<file path="config.mk">
export PLATFORM = sky130hd
export DESIGN_NAME = hazard_ctrl
export DESIGN_NICKNAME = d
export VERILOG_FILES = /design/src/rtl/hazard_ctrl.sv
export SDC_FILE = /design/constraint.sdc
export NUM_CORES = 1
export LEC_CHECK = 0
export ABC_AREA = 1
export CAP_MARGIN = 20
export CORE_MARGIN = 1
export CORE_UTILIZATION = 51
export DETAILED_ROUTE_END_ITERATION = 8
export GPL_ROUTABILITY_DRIVEN = 0
export PLACE_DENSITY_LB_ADDON = 0.1
export SYNTH_ARGS = -nofsm -noshare
export SYNTH_HDL_FRONTEND = slang
export SYNTH_SLANG_ARGS = --single-unit
</file>
<file path="constraint.sdc">
create_clock -name clk_i -period 2 [get_ports clk_i]
set_input_delay 0.4 -clock clk_i [delete_from_list [all_inputs] [get_ports clk_i]]
set_output_delay 0.4 -clock clk_i [all_outputs]
set_load 0.03 [all_outputs]
</file>
<file path="src/rtl/hazard_ctrl.sv">
// Hazard controller for a 5-stage in-order pipeline.
// Tracks in-flight RF writers (EX/MEM/WB slots), detects RAW hazards against
// the instruction in ID, generates stall/flush controls and counts stall cycles.
// Build option: define HAZARD_FWD_EN to enable operand forwarding; without it
// the ID instruction waits until every matching producer has left WB.
module hazard_ctrl (
  input  logic        clk_i,
  input  logic        rst_i,
  input  logic        id_valid_i,
  input  logic [4:0]  id_rs1_i,
  input  logic [4:0]  id_rs2_i,
  input  logic        id_rs1_used_i,
  input  logic        id_rs2_used_i,
  input  logic [4:0]  id_rd_i,
  input  logic        id_rf_we_i,
  input  logic        id_is_load_i,
  input  logic        ex_redirect_i,
  output logic        pc_stall_o,
  output logic        ifid_stall_o,
  output logic        ifid_flush_o,
  output logic        idex_flush_o,
  output logic [1:0]  fwd_a_sel_o,
  output logic [1:0]  fwd_b_sel_o,
  output logic [15:0] stall_cnt_o
);

  localparam logic [1:0] SelRf  = 2'b00;
  localparam logic [1:0] SelMem = 2'b01;
  localparam logic [1:0] SelWb  = 2'b10;

  // Scoreboard slots
  logic       r_ex_valid, r_ex_we, r_ex_load;
  logic [4:0] r_ex_rd;
  logic       r_mem_valid, r_mem_we, r_mem_load;
  logic [4:0] r_mem_rd;
  logic       r_wb_valid, r_wb_we, r_wb_load;
  logic [4:0] r_wb_rd;

  logic [15:0] r_stall_cnt;

  // x0 is hard-wired zero, so it never creates a dependency
  function automatic logic slot_match(input logic       used,
                                      input logic [4:0] src,
                                      input logic       valid,
                                      input logic       we,
                                      input logic [4:0] rd);
    return used && valid && we && (rd != 5'd0) && (rd == src);
  endfunction

  logic w_ex_a, w_ex_b, w_mem_a, w_mem_b, w_wb_a, w_wb_b;
  logic w_ex_any, w_mem_any, w_wb_any;
  logic w_hazard, w_stall, w_redirect, w_issue, w_cnt_inc;

  assign w_ex_a  = slot_match(id_rs1_used_i, id_rs1_i, r_ex_valid,  r_ex_we,  r_ex_rd);
  assign w_ex_b  = slot_match(id_rs2_used_i, id_rs2_i, r_ex_valid,  r_ex_we,  r_ex_rd);
  assign w_mem_a = slot_match(id_rs1_used_i, id_rs1_i, r_mem_valid, r_mem_we, r_mem_rd);
  assign w_mem_b = slot_match(id_rs2_used_i, id_rs2_i, r_mem_valid, r_mem_we, r_mem_rd);
  assign w_wb_a  = slot_match(id_rs1_used_i, id_rs1_i, r_wb_valid,  r_wb_we,  r_wb_rd);
  assign w_wb_b  = slot_match(id_rs2_used_i, id_rs2_i, r_wb_valid,  r_wb_we,  r_wb_rd);

  assign w_ex_any  = w_ex_a  | w_ex_b;
  assign w_mem_any = w_mem_a | w_mem_b;
  assign w_wb_any  = w_wb_a  | w_wb_b;

`ifdef HAZARD_FWD_EN
  // Only a load in EX cannot be forwarded in time; the RF has no write-through,
  // so a producer sitting in WB also costs one cycle.
  assign w_hazard = id_valid_i & ((w_ex_any & r_ex_load) | w_wb_any);
`else
  assign w_hazard = id_valid_i & (w_ex_any | w_mem_any | w_wb_any);
`endif

  // All combinational controls are quiet while reset is held
  assign w_stall    = w_hazard & ~rst_i;
  assign w_redirect = ex_redirect_i & ~rst_i;
  assign w_issue    = id_valid_i & ~w_stall & ~w_redirect & ~rst_i;
  assign w_cnt_inc  = w_stall & ~w_redirect;

  // Redirect overrides stall: flush the wrong-path instruction instead of holding it
  always_comb begin
    pc_stall_o   = w_cnt_inc;
    ifid_stall_o = w_cnt_inc;
    ifid_flush_o = w_redirect;
    idex_flush_o = w_stall | w_redirect;
  end

  // Scoreboard shift: ID -> EX (bubble unless issuing) -> MEM -> WB
  always_ff @(posedge clk_i) begin
    if (rst_i) begin
      r_ex_valid  <= 1'b0;
      r_ex_we     <= 1'b0;
      r_ex_load   <= 1'b0;
      r_ex_rd     <= 5'd0;
      r_mem_valid <= 1'b0;
      r_mem_we    <= 1'b0;
      r_mem_load  <= 1'b0;
      r_mem_rd    <= 5'd0;
      r_wb_valid  <= 1'b0;
      r_wb_we     <= 1'b0;
      r_wb_load   <= 1'b0;
      r_wb_rd     <= 5'd0;
    end else begin
      r_ex_valid  <= w_issue;
      r_ex_we     <= id_rf_we_i;
      r_ex_load   <= id_is_load_i;
      r_ex_rd     <= id_rd_i;
      r_mem_valid <= r_ex_valid;
      r_mem_we    <= r_ex_we;
      r_mem_load  <= r_ex_load;
      r_mem_rd    <= r_ex_rd;
      r_wb_valid  <= r_mem_valid;
      r_wb_we     <= r_mem_we;
      r_wb_load   <= r_mem_load;
      r_wb_rd     <= r_mem_rd;
    end
  end

  // Load flags past EX only document the slot contents
`ifdef HAZARD_FWD_EN
  logic w_unused_load;
  assign w_unused_load = ^{r_mem_load, r_wb_load};
`else
  logic w_unused_load;
  assign w_unused_load = ^{r_ex_load, r_mem_load, r_wb_load, w_ex_any & w_mem_any};
`endif

`ifdef HAZARD_FWD_EN
  logic [1:0] w_fwd_a_d, w_fwd_b_d;
  logic [1:0] r_fwd_a, r_fwd_b;

  // Select is chosen in ID but consumed in EX: EX-slot producer will be in MEM,
  // MEM-slot producer will be in WB.
  always_comb begin
    w_fwd_a_d = SelRf;
    w_fwd_b_d = SelRf;
    if (w_issue) begin
      if (w_ex_a)       w_fwd_a_d = SelMem;
      else if (w_mem_a) w_fwd_a_d = SelWb;
      if (w_ex_b)       w_fwd_b_d = SelMem;
      else if (w_mem_b) w_fwd_b_d = SelWb;
    end
  end

  // Register forwarding selects alongside the ID/EX register
  always_ff @(posedge clk_i) begin
    if (rst_i) begin
      r_fwd_a <= SelRf;
      r_fwd_b <= SelRf;
    end else begin
      r_fwd_a <= w_fwd_a_d;
      r_fwd_b <= w_fwd_b_d;
    end
  end

  assign fwd_a_sel_o = r_fwd_a;
  assign fwd_b_sel_o = r_fwd_b;
`else
  logic [1:0] w_unused_sel;
  assign w_unused_sel = SelMem ^ SelWb;
  assign fwd_a_sel_o  = SelRf;
  assign fwd_b_sel_o  = SelRf;
`endif

  // Saturating stall-cycle counter; redirect cycles are not counted
  always_ff @(posedge clk_i) begin
    if (rst_i) begin
      r_stall_cnt <= 16'd0;
    end else if (w_cnt_inc && (r_stall_cnt != 16'hFFFF)) begin
      r_stall_cnt <= r_stall_cnt + 16'd1;
    end
  end

  assign stall_cnt_o = r_stall_cnt;

endmodule

</file>
**Word level (Yosys, flattened, before mapping)**

Index checks and enable logic that the tools add are counted.

- Register bits after elaboration: 37
- Input bits: 23
- Output and inout bits: 24

- Add/sub/neg operators: 1
- Equal/unequal tests: 7
- Bitwise operators: 16
- Reduce and logical (&&, ||, !) cells: 28

Operator list:

| kind | number |
|---|---|
| 5-bit equality test | 6 |
| 1-bit logical AND | 25 |
| 16-bit by 1-bit adder with 16-bit output (second input constant) | 1 |
| 16-bit inequality test (second input constant) | 1 |
| 5-bit nonzero test | 3 |
| 1-bit bitwise AND | 7 |
| 1-bit OR | 6 |
| 1-bit NOT | 3 |

**Logic depth before layout (Yosys ltp)**

Gate-level depths: netlist (run 1).

- Depth after elaboration: 13
- Depth in mapped cells: 13

**Worst setup path before layout (run 1)**

Ideal clock, no wire load.

- Path type: register to register
- From: register r_stall_cnt[1] (netlist: stall_cnt_o[1])
- To: register r_stall_cnt[5] (netlist: stall_cnt_o[5])
- Setup time: 71 ps
- Data arrival time: 1866 ps
- Required time: 1929 ps
- Setup slack: 63 ps
- Cell stages (with the launch flop): 11
- Path buffers: 1
- Period minus slack after synthesis: 1937 ps
- Path through: dfxtp_1 ha_1 nand2_1 nor2_4 nand4_4 nor2_4 nand3_2 nand4_4 buf_12 nand2_1 a21oi_2

- Cells in the longest elaborated chain, start to end: 2

RTL lines:

| what | line | source |
|---|---|---|
| from (decl) | 39 | `logic [15:0] r_stall_cnt;` |
| from (signal assigned) | 169 | `r_stall_cnt <= r_stall_cnt + 16'd1;` |
| parallel branches: the longest is 2 deep, another holds 16-bit by 1-bit adder with 16-bit output | -- |  |

Parallel ways; which one is timed is not known.
A chain may end at the register's enable or synchronous reset.

**Worst setup path after layout (run 1)**

- From: register r_mem_rd[2]
- To: output port ifid_stall_o

- Cells in the longest elaborated chain, start to end: 9

RTL lines:

| what | line | source |
|---|---|---|
| from (decl) | 35 | `logic [4:0] r_mem_rd;` |
| from (signal assigned) | 110 | `r_mem_rd <= r_ex_rd;` |
| 5-bit nonzero test | 47 | `return used && valid && we && (rd != 5'd0) && (rd == src);` |
| 1-bit logical AND (2 in a row) | 47 |  |
| 1-bit OR * | 62 | `assign w_mem_any = w_mem_a \| w_mem_b;` |
| 1-bit OR * (2 in a row) | 70 | `assign w_hazard = id_valid_i & (w_ex_any \| w_mem_any \| w_wb_any);` |
| 1-bit bitwise AND * | 70 |  |
| 1-bit bitwise AND * | 74 | `assign w_stall = w_hazard & ~rst_i;` |
| 1-bit bitwise AND * | 77 | `assign w_cnt_inc = w_stall & ~w_redirect;` |
| to (decl) | 19 | `output logic ifid_stall_o,` |

Every way passes the cells marked *; elsewhere a longest branch is shown, timed or not.

==> metrics, run 1 <==
status finished, final reports clean; Met2 Routed Length between 2000 and 3000 µm; io pins 47; area delta synth->final 32.7%; RSZ-0062 raised after global routing true; WL met1 2140 µm; type of origin of the critical path flip-flop; gr usage total between 20% and 30%; die area between 4000 and 5000 µm²; fmax between 500 and 600 MHz; vias in the first global route roughly 1800; vias between 2000 and 2500; fin cells around 460; final non-filler cell area ~3000 µm²; pin count of the biggest net entering global routing 33; power per cell area 594 nW/µm²; max-slew violations 0; Starting Density a little over half; placed cell areas 2710 µm²; Antenna Nets Post-Route 0; Max Buffers Root-to-Sink 2; Ys Warns 0; Cells after DPL between 400 and 500; synth unique cells 24; vias per cell about 4.8; crit end category primary output; most used cell, CP nand2_1; Worst Path Buf+Inv 3; Final Hold Fails 0; commonest non-fill, non-tap cells in the layout nand2_1 (118), nor2_1 (47), inv_1 (29); port bufs 41; Worst EP required approximately 1.6 ns; sequential area share after synthesis approximately 34%; core region area roughly 4100 µm²; drt first pass iters 4; Post-Synthesis Cells 347; clock root cell clkbuf_8; Syn Area/Cell between 6 and 7 µm²; Top Layer Used met4; ANT cells 0; Setup Skew roughly 0.003 ns; DR WL/cell approximately 11 µm; Final HPWL DP between 3000 and 4000 µm; Final min period around 2.0 ns; Min-Delay Path Class reg -> reg; DR WL met3 between 150 and 200 µm; worst-skew pair later-pin latency between 0.2 and 0.3 ns; TritonCTS Buffers 5; chain of cells forming the critical path inv_2 -> nand2_1 -> nand2_1 -> nor2_1 -> nand3_1 -> nand2_1 -> nand2_2 -> nand3_4 -> nand3_2 -> inv_2 -> buf_6; CTS Sinks 37; Yosys reg bits 37; Critical Path AT approximately 1.6 ns; share of flip-flops with an asynchronous set or reset 0%; Top delay family on crit path simple AND/OR/NAND/NOR gates; die height 67.6 µm; total gr overflow 0; Lkg Pwr ~1.4 nW; initial antenna violation count 0; H-tree levels 2; first-pass GRT wire length 7790 µm; CTS tree built; CTS clk-pin slew, worst paths roughly 0.07 ns; number of synthesized flops with an enable pin 0; critical path class reg -> out; Final setup viols 0; setup TNS 0 ns; Slowest-stage cell, CP dfxtp_2; drt total wl approximately 5000 µm; Final nets between 400 and 500; crit path max fanout 4; Most used DFF post-synth dfxtp_1; CP peak stage delay ~0.37 ns; commonest non-fill, non-tap cell in the layout nand2_1; die width about 68 µm; synthesized area 2200 µm²; share of cells above drive strength 1 25.6%; 1st-iter DRT viols a little under 100; Max-Cap Viols 0; FP Rows 23; CTS Hold Bufs 0; DRC 0; fin crit share between 90% and 100%; Peak VDD IR between 300 and 400 µV
## path summary, 6_finish.rpt
kind                            slack, ns  cells after the start             end      startpoint
worst max-delay path                 0.02                     11    ifid_stall_o     r_mem_rd[2]
worst min-delay path                 0.44                      2      r_wb_valid     r_mem_valid
worst max register to register       0.18                     10  stall_cnt_o[0]  stall_cnt_o[0]
worst min register to register       0.44                      2      r_wb_valid     r_mem_valid
## report_power, final
group,switching (W),leakage [nW],internal (W)
logic,0.000114,0.983,0.0000760
clock network,0.000276,0.0681,0.000495
registers,0.0000158,0.307,0.000755
total,0.000405,1.36,0.00133
## metal layers
metal | global-route usage, % | up-vias
li1 | - | 1159
met1 | 26.5 | 964
met2 | 41.0 | 40
met3 | 5.74 | 6
met4 | 8.24 | 0
met5 | 0 | -
## logic make-up (layout without fill, tap and decap cells)
kind of cell               after synthesis  in the layout  share of synthesized area (%)
buffers and inverters                   60            116                           12.0
other                                    1              4                          0.171
DFF                                     37             37                           33.7
adders and majority gates                1              1                          0.570
AOI/OAI and AO/OA                       22             22                           6.72
and+or+nand+nor                        214            214                           42.0
xor gates and xnor gates                12             12                           4.79
## registers in the layout (all words and copies together), names as in the netlist
name	count
r_wb_we	1
r_ex_rd	5
r_wb_rd	5
r_ex_we	1
r_mem_we	1
r_ex_valid	1
r_mem_rd	5
stall_cnt_o	16
r_wb_valid	1
r_mem_valid	1
## worst register-to-register path, cell delays in order (launching register included)
cell and delay, ns:
dfxtp_1 0.34, ha_1 0.20, nand2_1 0.11, nor2_4 0.17, nand4_4 0.11, nor2_4 0.13
nand3_2 0.11, nand4_4 0.16, buf_4 0.20, nand2_1 0.06, a21oi_1 0.15
## layout make-up
type	instances	area, µm²
well taps	50	62.6
clock buffers	5	68.8
repair buffers	59	531
multi-input cells	253	1240
inverters	49	184
clock inverters	3	65.1
fillers	359	1140
flip-flops and latches	37	761
## Yosys cell counts, types with 5 or more instances
| cell type | count | share of area (%) |
|---|---|---|
| nand2_1 | 123 | 21 |
| nor2_1 | 50 | 8.5 |
| inv_1 | 39 | 6.7 |
| dfxtp_1 | 37 | 34 |
| nand3_1 | 21 | 4.8 |
| a21oi_2 | 10 | 4.0 |
| inv_2 | 10 | 1.7 |
| a21oi_1 | 8 | 1.8 |
| nand2_2 | 7 | 2.0 |
| xor2_1 | 7 | 2.8 |
| buf_4 | 6 | 2.1 |
| xnor2_1 | 5 | 2.0 |
## stage by stage
step / utilization [%] / hold WS [ns] / power [W] / setup slack [ns]
after CTS: 70.9 / 0.440 / 0.00174 / 0.000195
after global placement: 66.7 / 0.420 / 0.000968 / -0.306
final: 71.8 / 0.440 / 0.00173 / 0.0228
after global routing: 71.8 / 0.462 / 0.00180 / -0.101
after floorplan: - / 0.417 / 0.000896 / 0.0632
after detailed placement: 66.7 / 0.430 / 0.000972 / -0.350
## repair_timing
action | CTS | global route
resized for setup | 29 | 38
endpoints found under the setup margin | 13 | 3
gates cloned | 0 | 0
pin swaps | 2 | 16
setup buffers | 2 | 2
Power figures use the tool's default switching activity.
==> run 2, diff against run 1 <==
--- a/config.mk
+++ b/config.mk
@@ -6,11 +6,12 @@
 export NUM_CORES = 1
 export LEC_CHECK = 0
 export ABC_AREA = 1
-export CAP_MARGIN = 20
 export CORE_MARGIN = 1
-export CORE_UTILIZATION = 51
+export CORE_UTILIZATION = 53
+export CTS_BUF_LIST = sky130_fd_sc_hd__clkbuf_2
 export DETAILED_ROUTE_END_ITERATION = 8
 export GPL_ROUTABILITY_DRIVEN = 0
+export HOLD_SLACK_MARGIN = 0.06
 export PLACE_DENSITY_LB_ADDON = 0.1
 export SYNTH_ARGS = -nofsm -noshare
 export SYNTH_HDL_FRONTEND = slang
==> metrics, run 2 (same netlist as run 1, synthesis figures left out) <==
CTS clk-pin slew, worst paths around 0.20 ns; DRC 0; Cell Int Power 0.000921 W; first-pass GRT wire length approximately 8500 µm; Antenna Nets Post-Route 0; total gr overflow 0; die height 66.4 µm; Critical Path AT about 1.8 ns; Hold Path Cell Cnt 2; worst r2r path cells 13; Psw roughly 0.00039 W; PnR worst setup slack -0.175 ns; worst reg2reg path startpoint r_ex_rd[4]; vias per cell between 4 and 5; TritonCTS Buffers 5; CTS Sinks 37; pin count of the biggest net entering global routing 20; Final min period roughly 2.2 ns; CTS tree built; FP Rows 23; core region area ~4000 µm²; fin crit share 109%; crit path max fanout 4; Max Buffers Root-to-Sink 2; Worst EP required around 1.6 ns; worst reg2reg path endpoint stall_cnt_o[8]; 1st-iter DRT viols 110; Pwr Total roughly 0.0013 W; Setup Skew around 0.028 ns; status finished with violations; io pins between 40 and 50; critical path class reg -> out; worst-skew pair later-pin latency roughly 0.39 ns; CTS Hold Bufs 0; fmax roughly 460 MHz; type of origin of the critical path flip-flop; max-slew violations 0; share of cells above drive strength 1 between 20% and 30%; RSZ-0062 raised after global routing true; Cells after DPL between 400 and 500; reg2reg setup slack roughly 0.16 ns; Final setup viols 3; gr usage total between 20% and 30%; Final Hold Fails 0; vias 2219; drt first pass iters 4; clock share of power 25.0%; drt total wl 5120 µm; sequential power share about three fifths; Hold EP r_wb_we; area delta synth->final 32.9%; clock root cell clkbuf_2; Starting Density a little over half; Logic pwr share approximately 16%; Lkg Pwr about 1.5 nW; max FFs per register 16; vias in the first global route around 1900; power per cell area ~450 nW/µm²; failing checks setup timing; die area 4400 µm²; Final HPWL DP between 3000 and 4000 µm; initial antenna violation count 0; commonest non-fill, non-tap cell in the layout nand2_1; crit end category primary output; Net Sw Frac 29.6%; port bufs 41; final hold slack roughly 0.45 ns; Peak VDD IR approximately 280 µV; Final nets 430; H-tree levels 2; DR WL/cell around 11 µm; hold_sp r_mem_we; fin cells around 460; Max-Cap Viols 0; Setup Slack @ Placement -0.309 ns; commonest non-fill, non-tap cells in the layout nand2_1 (116), nor2_1 (44), inv_1 (30); Min-Delay Path Class reg -> reg; ANT cells 0; die width 66.4 µm
==> run 2: cell types whose count changed in the layout (fill, tap and decap cells not counted), sizes merged, moves of 2 or more <==
cell and delta:
dlygate4sd2 +9, clkdlybuf4s15 -4, clkbuf -4, dlymetal6s2s +7
bufinv -2, clkdlybuf4s50 -7
==> run 2: layout make-up <==
type	count	area (µm²)
multi-input combinational	253	1290
inverter	49	186
sequential	37	769
clock inverter	1	3.75
timing repair buffer	60	577
clock buffer	6	30.0
fill	354	1080
tap	50	62.6
==> run 2: through the flow <==
step	instance area (µm²)	TNS [ns]	util (%)
2_1_floorplan	2210	0	-
3_3_place_gp	2700	-4.23	67.5
3_5_place_dp	2700	-4.54	67.5
4_1_cts	2790	-0.400	69.7
5_1_grt	2920	-0.690	73.0
6_report	2920	-0.502	73.0
==> run 2: worst max-delay path: stages (launching register included) <==
cell     delay [ns]
dfxtp_2        0.38
inv_1          0.08
nand2_1        0.05
a21oi_1        0.23
nand3_2        0.10
nand2_1        0.07
nand2_1        0.05
nand3_2        0.11
nand3_2        0.10
inv_2          0.09
buf_6          0.13
==> run 2: timing repair <==
| action | CTS | global route |
|---|---|---|
| endpoints found under the setup margin | 4 | 19 |
| gates cloned | 0 | 0 |
| pin swaps | 6 | 19 |
| gates resized for setup | 32 | 47 |
| setup buffers | 2 | 4 |
==> run 2: routing by layer <==
layer | GRT usage, % | share of wire, % | up-vias
met4 | 6.65 | 1.2 | 0
met3 | 5.69 | 5.6 | 7
met2 | 38.8 | 45 | 64
met5 | 0 | 0 | -
met1 | 36.1 | 48 | 987
li1 | - | - | 1161
==> run 2: how the worst max path moves through the flow <==
stage	slack (ns)	end	startpoint
after floorplan	0.06	stall_cnt_o[5]	stall_cnt_o[1]
after global placement	-0.30	idex_flush_o	id_rs1_i[2]
after detailed placement	-0.31	idex_flush_o	id_rs1_i[1]
after CTS	-0.13	idex_flush_o	r_ex_rd[2]
after global routing	-0.23	ifid_stall_o	r_ex_rd[4]
final	-0.18	pc_stall_o	r_ex_rd[4]
==> run 2: power by group through the flow <==
stage          registers (W)  clock network (W)  logic, W
2_1_floorplan       0.000781                  0  0.000114
3_3_place_gp        0.000785                  0  0.000186
3_5_place_dp        0.000785                  0  0.000188
4_1_cts             0.000771           0.000335  0.000190
5_1_grt             0.000773           0.000362  0.000237
6_report            0.000770           0.000327  0.000211
